**config.mk**
```make
export PLATFORM = sky130hd
export DESIGN_NAME = selector_read_scheduler
export DESIGN_NICKNAME = d
export VERILOG_FILES = /design/src/rtl/selector_read_scheduler.sv
export SDC_FILE = /design/constraint.sdc
export NUM_CORES = 1
export LEC_CHECK = 0
export ABC_CLOCK_PERIOD_IN_PS = 3000
export CORE_MARGIN = 2
export CORE_UTILIZATION = 54
export CTS_BUF_LIST = sky130_fd_sc_hd__clkbuf_16
export DETAILED_ROUTE_END_ITERATION = 10
export MAX_ROUTING_LAYER = met4
export PLACE_DENSITY_LB_ADDON = 0.08
export SYNTH_ARGS = -nofsm -noshare
export SYNTH_HDL_FRONTEND = slang
export SYNTH_SLANG_ARGS = --single-unit
```
**constraint.sdc**
```tcl
create_clock -name clk -period 3 [get_ports clk]
set_clock_uncertainty 0.2 [all_clocks]
set_input_delay 0.6 -clock clk [delete_from_list [all_inputs] [get_ports clk]]
set_output_delay 0.6 -clock clk [all_outputs]
set_load 0.005 [all_outputs]
```
**src/rtl/selector_read_scheduler.sv**
```systemverilog
// rtl/selector_read_scheduler.sv - BRAM read and Selector window scheduler for one gridding pass
// Issues dual-port word reads per window and delays the window offset to line up with BRAM data.
module selector_read_scheduler #(
  parameter int BRAM_PARALLELISM_BITS = 4,
  parameter int BRAM_DEPTH_BITS       = 10,
  parameter int PARALLELISM           = 15,
  parameter int READ_LATENCY          = 2,
  parameter int CREDITS               = 8,
  parameter int COUNT_BITS            = 16,
  localparam int IDX_BITS  = BRAM_DEPTH_BITS + BRAM_PARALLELISM_BITS,
  localparam int CRED_BITS = $clog2(CREDITS + 1)
) (
  input  logic                             clk,
  input  logic                             rst_n,
  input  logic                             cmd_valid,
  output logic                             cmd_ready,
  input  logic [IDX_BITS-1:0]              cmd_start,
  input  logic [IDX_BITS-1:0]              cmd_stride,
  input  logic [COUNT_BITS-1:0]            cmd_count,
  output logic                             bram_en,
  output logic [BRAM_DEPTH_BITS-1:0]       bram_addr_a,
  output logic [BRAM_DEPTH_BITS-1:0]       bram_addr_b,
  output logic [BRAM_PARALLELISM_BITS-1:0] sel,
  output logic                             out_valid,
  output logic                             out_last,
  input  logic                             credit_ret,
  output logic                             busy,
  output logic                             done
);

  if (PARALLELISM > (1 << BRAM_PARALLELISM_BITS)) begin : g_bad_parallelism
    $error("PARALLELISM exceeds samples per BRAM word");
  end
  if (READ_LATENCY < 1 || READ_LATENCY > 4) begin : g_bad_latency
    $error("READ_LATENCY must be in 1..4");
  end

  typedef enum logic [1:0] {S_IDLE, S_RUN, S_DRAIN, S_DONE} state_t;

  state_t                           r_state;
  state_t                           w_next;
  logic [IDX_BITS-1:0]              r_idx;
  logic [IDX_BITS-1:0]              r_stride;
  logic [COUNT_BITS-1:0]            r_remaining;
  logic [CRED_BITS-1:0]             r_credits;
  logic                             r_bram_en;
  logic [BRAM_DEPTH_BITS-1:0]       r_addr_a;
  logic [BRAM_DEPTH_BITS-1:0]       r_addr_b;
  logic [BRAM_PARALLELISM_BITS-1:0] r_off0;
  logic                             r_last0;
  logic [READ_LATENCY-1:0]          r_pv;
  logic [READ_LATENCY-1:0]          r_pl;
  logic [BRAM_PARALLELISM_BITS-1:0] r_po [READ_LATENCY];
  logic                             r_done;

  logic                             w_accept;
  logic                             w_issue;
  logic                             w_is_last;
  logic                             w_inflight;
  logic                             w_cred_inc;
  logic                             w_cred_dec;
  logic [BRAM_DEPTH_BITS-1:0]       w_word;

  assign w_accept   = cmd_valid && (r_state == S_IDLE);
  assign w_is_last  = (r_remaining == COUNT_BITS'(1));
  assign w_word     = r_idx[IDX_BITS-1:BRAM_PARALLELISM_BITS];
  assign w_cred_inc = credit_ret && !w_issue && (r_credits != CRED_BITS'(CREDITS));
  assign w_cred_dec = w_issue && !credit_ret;

  // done is registered, so DRAIN hands off while the final window still sits one
  // stage short of the output; done then lands the cycle after that window emerges.
  always_comb begin
    w_inflight = (READ_LATENCY > 1) ? r_bram_en : 1'b0;
    for (int i = 0; i < READ_LATENCY - 2; i++) begin
      w_inflight = w_inflight | r_pv[i];
    end
  end

  always_comb begin
    w_next  = r_state;
    w_issue = 1'b0;
    case (r_state)
      S_IDLE: begin
        if (w_accept) w_next = (cmd_count == '0) ? S_DONE : S_RUN;
      end
      S_RUN: begin
        if (r_credits != '0) begin
          w_issue = 1'b1;
          if (w_is_last) w_next = S_DRAIN;
        end
      end
      S_DRAIN: begin
        if (!w_inflight) w_next = S_DONE;
      end
      default: w_next = S_IDLE;
    endcase
  end

  always_ff @(posedge clk or negedge rst_n) begin
    if (!rst_n) begin
      r_state     <= S_IDLE;
      r_idx       <= '0;
      r_stride    <= '0;
      r_remaining <= '0;
      r_credits   <= CRED_BITS'(CREDITS);
      r_bram_en   <= 1'b0;
      r_addr_a    <= '0;
      r_addr_b    <= '0;
      r_off0      <= '0;
      r_last0     <= 1'b0;
      r_done      <= 1'b0;
    end else begin
      r_state   <= w_next;
      r_bram_en <= w_issue;
      r_done    <= (r_state == S_DONE);
      if (w_accept) begin
        r_idx       <= cmd_start;
        r_stride    <= cmd_stride;
        r_remaining <= cmd_count;
      end
      if (w_issue) begin
        r_addr_a    <= w_word;
        r_addr_b    <= w_word + BRAM_DEPTH_BITS'(1);
        r_off0      <= r_idx[BRAM_PARALLELISM_BITS-1:0];
        r_last0     <= w_is_last;
        r_idx       <= r_idx + r_stride;
        r_remaining <= r_remaining - COUNT_BITS'(1);
      end
      if (w_cred_dec) r_credits <= r_credits - CRED_BITS'(1);
      else if (w_cred_inc) r_credits <= r_credits + CRED_BITS'(1);
    end
  end

  // Offset/last only advance with a valid, so sel holds the last window between bursts.
  always_ff @(posedge clk or negedge rst_n) begin
    if (!rst_n) begin
      r_pv <= '0;
      r_pl <= '0;
      for (int i = 0; i < READ_LATENCY; i++) r_po[i] <= '0;
    end else begin
      r_pv[0] <= r_bram_en;
      if (r_bram_en) begin
        r_po[0] <= r_off0;
        r_pl[0] <= r_last0;
      end
      for (int i = 1; i < READ_LATENCY; i++) begin
        r_pv[i] <= r_pv[i-1];
        if (r_pv[i-1]) begin
          r_po[i] <= r_po[i-1];
          r_pl[i] <= r_pl[i-1];
        end
      end
    end
  end

  assign cmd_ready   = (r_state == S_IDLE);
  assign busy        = (r_state == S_RUN) || (r_state == S_DRAIN);
  assign done        = r_done;
  assign bram_en     = r_bram_en;
  assign bram_addr_a = r_addr_a;
  assign bram_addr_b = r_addr_b;
  assign sel         = r_po[READ_LATENCY-1];
  assign out_valid   = r_pv[READ_LATENCY-1];
  assign out_last    = r_pv[READ_LATENCY-1] & r_pl[READ_LATENCY-1];

endmodule
```
* Word level (Yosys, flattened, before mapping)
Index checks and enable logic that the tools add are counted.
** Word-level totals
- Word-level logic and storage cells :: 58
- Bits in registers :: 89
- Bits in latches :: 0
- Bits in read-only memories :: 0
- Bits of input ports :: 48
- Memory bits (writable) :: 0
- Memories kept :: 0
- Output and inout port bits :: 30
** Operators by class
- Magnitude comparators :: 0
- Bitwise gates (word level) :: 1
- Divide/modulo/power cells :: 0
- Mux-type cells :: 14
- $mul :: 0
- Shift operators :: 0
- Add/subtract/negate cells :: 5
- Eq/ne operators :: 9
- Reductions and logical operators :: 13
** Operators with widths (count)
- 2-to-1 mux 16 bit :: 2
- 2-to-1 mux 14 bit :: 2
- == test 16 x 1 -> 1 bit (second input constant) :: 1
- zero test 16 bit :: 1
- subtractor 16 x 1 -> 16 bit (second input constant) :: 1
- adder 14 bit :: 1
- adder 10 x 1 -> 10 bit (second input constant) :: 1
- 2-to-1 mux 2 bit :: 5
- 2-to-1 mux 4 bit :: 2
- inequality test 2 bit (second input constant) :: 3
- case mux 2 bit (3 select lines) :: 1
- adder 4 x 1 -> 4 bit (second input constant) :: 1
- == test 2 bit (second input constant) :: 2
- logical AND 1 bit :: 4
- inequality test 4 bit (second input constant) :: 1
- AND reduction 4 bit :: 1
- nonzero test 2 bit :: 2
- nonzero test 4 bit :: 1
- subtractor 4 x 1 -> 4 bit (second input constant) :: 1
- == test 2 x 1 -> 1 bit (second input constant) :: 1
- zero test 1 bit :: 2
- zero test 2 bit :: 1
- 2-to-1 mux 1 bit :: 2
- inequality test 2 x 1 -> 1 bit (second input constant) :: 1
- other kinds (2) :: 2

* Longest topological paths before layout
- Depth after elaboration :: 8
- Gate-level depth with buffers :: 9
- Gate-level depth less buffers :: 9

* Worst setup path after synthesis
OpenSTA, ideal clock, no wires.
- Path kind :: register to register
- Start :: register r_idx[0]
- End :: register r_idx[10]
- Setup slack :: 665 ps
- Arrival time :: 2053 ps
- Data required time :: 2717 ps
- Cell stages (with the launch flop) :: 8
- Buffers on the path :: 0
- Period minus slack after synthesis :: 2335 ps
- Setup time :: 83 ps
- Cell sequence :: dfrtp_1 > ha_1 > fa_1 > a21o_1 > a221oi_1 > o311ai_0 > xnor2_1 > o21ai_0
** On the way
- Cells in the longest elaborated chain, start to end :: 2
** Ends and longest elaborated chain
- start, declared :: line 42 : logic [IDX_BITS-1:0] r_idx;
- start signal, assigned :: line 117 : r_idx <= cmd_start;
- start signal, assigned :: line 126 : r_idx <= r_idx + r_stride;
- adder 14 bit :: line 126
- 2-to-1 mux 14 bit :: line 121 : if (w_issue) begin
No other way between the ends.
A chain may end at the register's enable or synchronous reset.

* Worst setup path after layout
- Start :: register r_state[0]
- End :: output cmd_ready
** On the way
- Cells in the longest elaborated chain, start to end :: 1
** Ends and longest elaborated chain
- start, declared :: line 40 : state_t r_state;
- start signal, assigned :: line 113 : r_state <= w_next;
- zero test 2 bit :: line 156 : assign cmd_ready = (r_state == S_IDLE);
- end, declared :: line 16 : output logic cmd_ready,
No other way between the ends.

==> run summary <==
Top cell type's share of synthesized area = 0.459
Clock period minus worst slack = 2.61 ns
Status = complete, no violations
Leak = 2.66 nW
Setup TNS = 0 ns
Area leader, netlist = dfrtp_1
Area delta synth->final = 24.2%
Dpl hpwl = 8.06 mm
Synth top area cells = dfrtp_1 (46%), mux2_2 (6.6%), nand2_1 (6.0%)
Pre-CTS WS = 0.383 ns
PnR worst setup slack = 0.387 ns
Vias = 3916
Post-synth ARST share = 1.00
Required @ worst endpoint = 2.20 ns
Synth warn = 0
Hold Crit Class = in -> async
Io pins = 78
FF+latch count, synth = 89
DRC violations left = 0
Post-CTS setup repair buffer count = 0
Final hold slack = 0.0343 ns
Pwr per Cell Area = 1170 nW/um2
Wire length of the first global-routing pass = 18.4 mm
Power Total = 6.98 mW
Worst Tran Pin Value = 0.545 ns
Tcrit/Tclk final = 0.871
Final nets = 627
Most common cell in the netlist = dfrtp_1
Final Hold Viols = 0
Initial antenna violation count = 0
Largest net degree at the start of global routing = 48
RSZ-0062 raised after global routing = false
Net Count, Synth = 557
Crit Path Max Fanout = 11
Clock Latency Late Sink = 0.34 ns
Post-CTS sizing = 0
CTS root buf = clkbuf_16
Sequential area share after synthesis = 0.464
Placer Congestion = 0.892
Die W = 98.3 um
Die height = 98.3 um
Starting Density = 0.553
Vias in the first global route = 3689
Die ar. = 9660 um2
Gr ovfl total = 0
Clock-pin slew of the registers on the worst-case setup and hold paths = 0.07 ns
Library cells used by synthesis = 57
Max-cap check violation count = 0
Area of the mapped netlist = 4800 um2
Peak Freq = 383 MHz
Num CTS Buffers = 9
Post-Syn Instances = 487
Worst slew margin = 0.636
1st-iter DRT viols = 178
Mean routed wirelength per cell = 16.3 um
Slew Viols, Final = 0
Total track usage = 0.241
Number of synthesized flops with an enable pin = 0
Rows = 34
TritonRoute pass-1 iters = 4
IO buf count = 77
Hold_buf cts = 0
Final antenna diode count = 0
Crit. End Element = output pin
# setup viols final = 0
Post-synth top flop = dfrtp_1
Kind of launch point of the worst setup path = flip-flop
H-tree levels = 3
Vias per Instance = 5.84
Setup CP Type = reg -> out
WP data arrival = 1.81 ns
Clk sinks = 89
Final WL = 10.9 mm
Post-Syn Area per Cell = 9.86 um2
Worst-case clock buffer depth = 2
Post-route ant nets = 0
Max VDD drop = 0.000494 V
Commonest cells post-synth = dfrtp_1 (88), nand2_1 (77), o21ai_0 (37), mux2_2 (28), nor2_1 (24)
Share of cells above drive strength 1 = 0.107
Core ar. = 8680 um2
CTS tree = done
-- cell families after synthesis --
family | count (synthesis) | share of synthesized area
compound gates | 109 | 0.150
xor+xnor | 18 | 0.0328
fa+ha+maj | 22 | 0.0589
buf+inv | 40 | 0.0383
flops | 89 | 0.464
mux | 41 | 0.0928
simple gates | 168 | 0.163
-- layer usage --
| metal | GRT usage | share of wire | vias up | wire length (um) |
|---|---|---|---|---|
| met1 | 0.356 | 0.49 | 1906 | 5360 |
| met5 | - | 0 | - | 0 |
| li1 | - | - | 1887 | - |
| met4 | 0.0769 | 0.016 | 0 | 175 |
| met3 | 0.0293 | 0.045 | 18 | 488 |
| met2 | 0.351 | 0.45 | 105 | 4870 |
-- final cells by class --
| cell class | count | area [um2] |
|---|---|---|
| clock inverter | 7 | 100 |
| fill | 715 | 2720 |
| clock buffer | 9 | 225 |
| sequential | 89 | 2230 |
| multi-input combinational | 358 | 2390 |
| tap | 108 | 135 |
| inverter | 16 | 60.1 |
| timing repair buffer | 83 | 826 |
-- where the power goes --
group          switching (mW)  internal (mW)
clock network           0.485          0.737
logic                    1.79           1.66
registers               0.542           1.77
total                    2.82           4.17
-- cell usage in the layout (no fill, tap or decap), types with 6 or more instances in the layout --
cell and n:
nor4_1 11, nor3_1 14, o21ai_0 37, buf_4 6, nand3_1 15, mux2i_1 13
nor2_1 24, nand2_1 77, ha_1 21, a211oi_1 9, clkdlybuf4s50_1 76, clkbuf_16 9
inv_1 15, mux2_2 28, a21oi_1 18, and3_1 8, dfrtp_1 88, xnor2_1 13
-- sequential cells by signal (all words and copies together) (netlist names) --
name / cells
r_remaining: 16
r_idx: 14
r_stride: 14
bram_addr_a: 10
bram_addr_b: 10
r_credits: 4
r_off0: 4
r_po: 4
sel: 4
r_pl: 2
r_pv: 2
r_state: 2
bram_en: 1
done: 1
r_last0: 1
-- through the flow --
step                      utilization  cells  area [um2]
after floorplan                     -    487        4800
after global placement          0.650    654        5640
after detailed placement        0.650    654        5640
after CTS                       0.687    670        5960
after global routing            0.687    670        5960
final                           0.687    670        5960
-- critical path, cell delays in order, from the launching register on --
cell             delay (ns)
dfrtp_1                0.41
inv_1                  0.11
ha_1                   0.38
clkdlybuf4s50_1        0.58
-- final timing paths --
kind / startpoint / endpoint / slack (ns) / depth (start not counted)
worst min register to register: r_off0[3]$_DFFE_PN0P_ / r_off0[3]$_DFFE_PN0P_ / 0.28 / 2
min in group clk: r_off0[3]$_DFFE_PN0P_ / r_off0[3]$_DFFE_PN0P_ / 0.28 / 2
worst max register to register: r_idx[0]$_DFFE_PN0P_ / r_idx[10]$_DFFE_PN0P_ / 0.40 / 7
worst max-delay path: r_state[0]$_DFFE_PN0P_ / cmd_ready / 0.39 / 3
max in group asynchronous: rst_n / r_credits[3]$_DFFE_PN1P_ / 1.85 / 2
worst min-delay path: rst_n / sel[1]$_DFFE_PN0P_ / 0.03 / 1
Note: power is estimated with default switching activity, not from simulation.
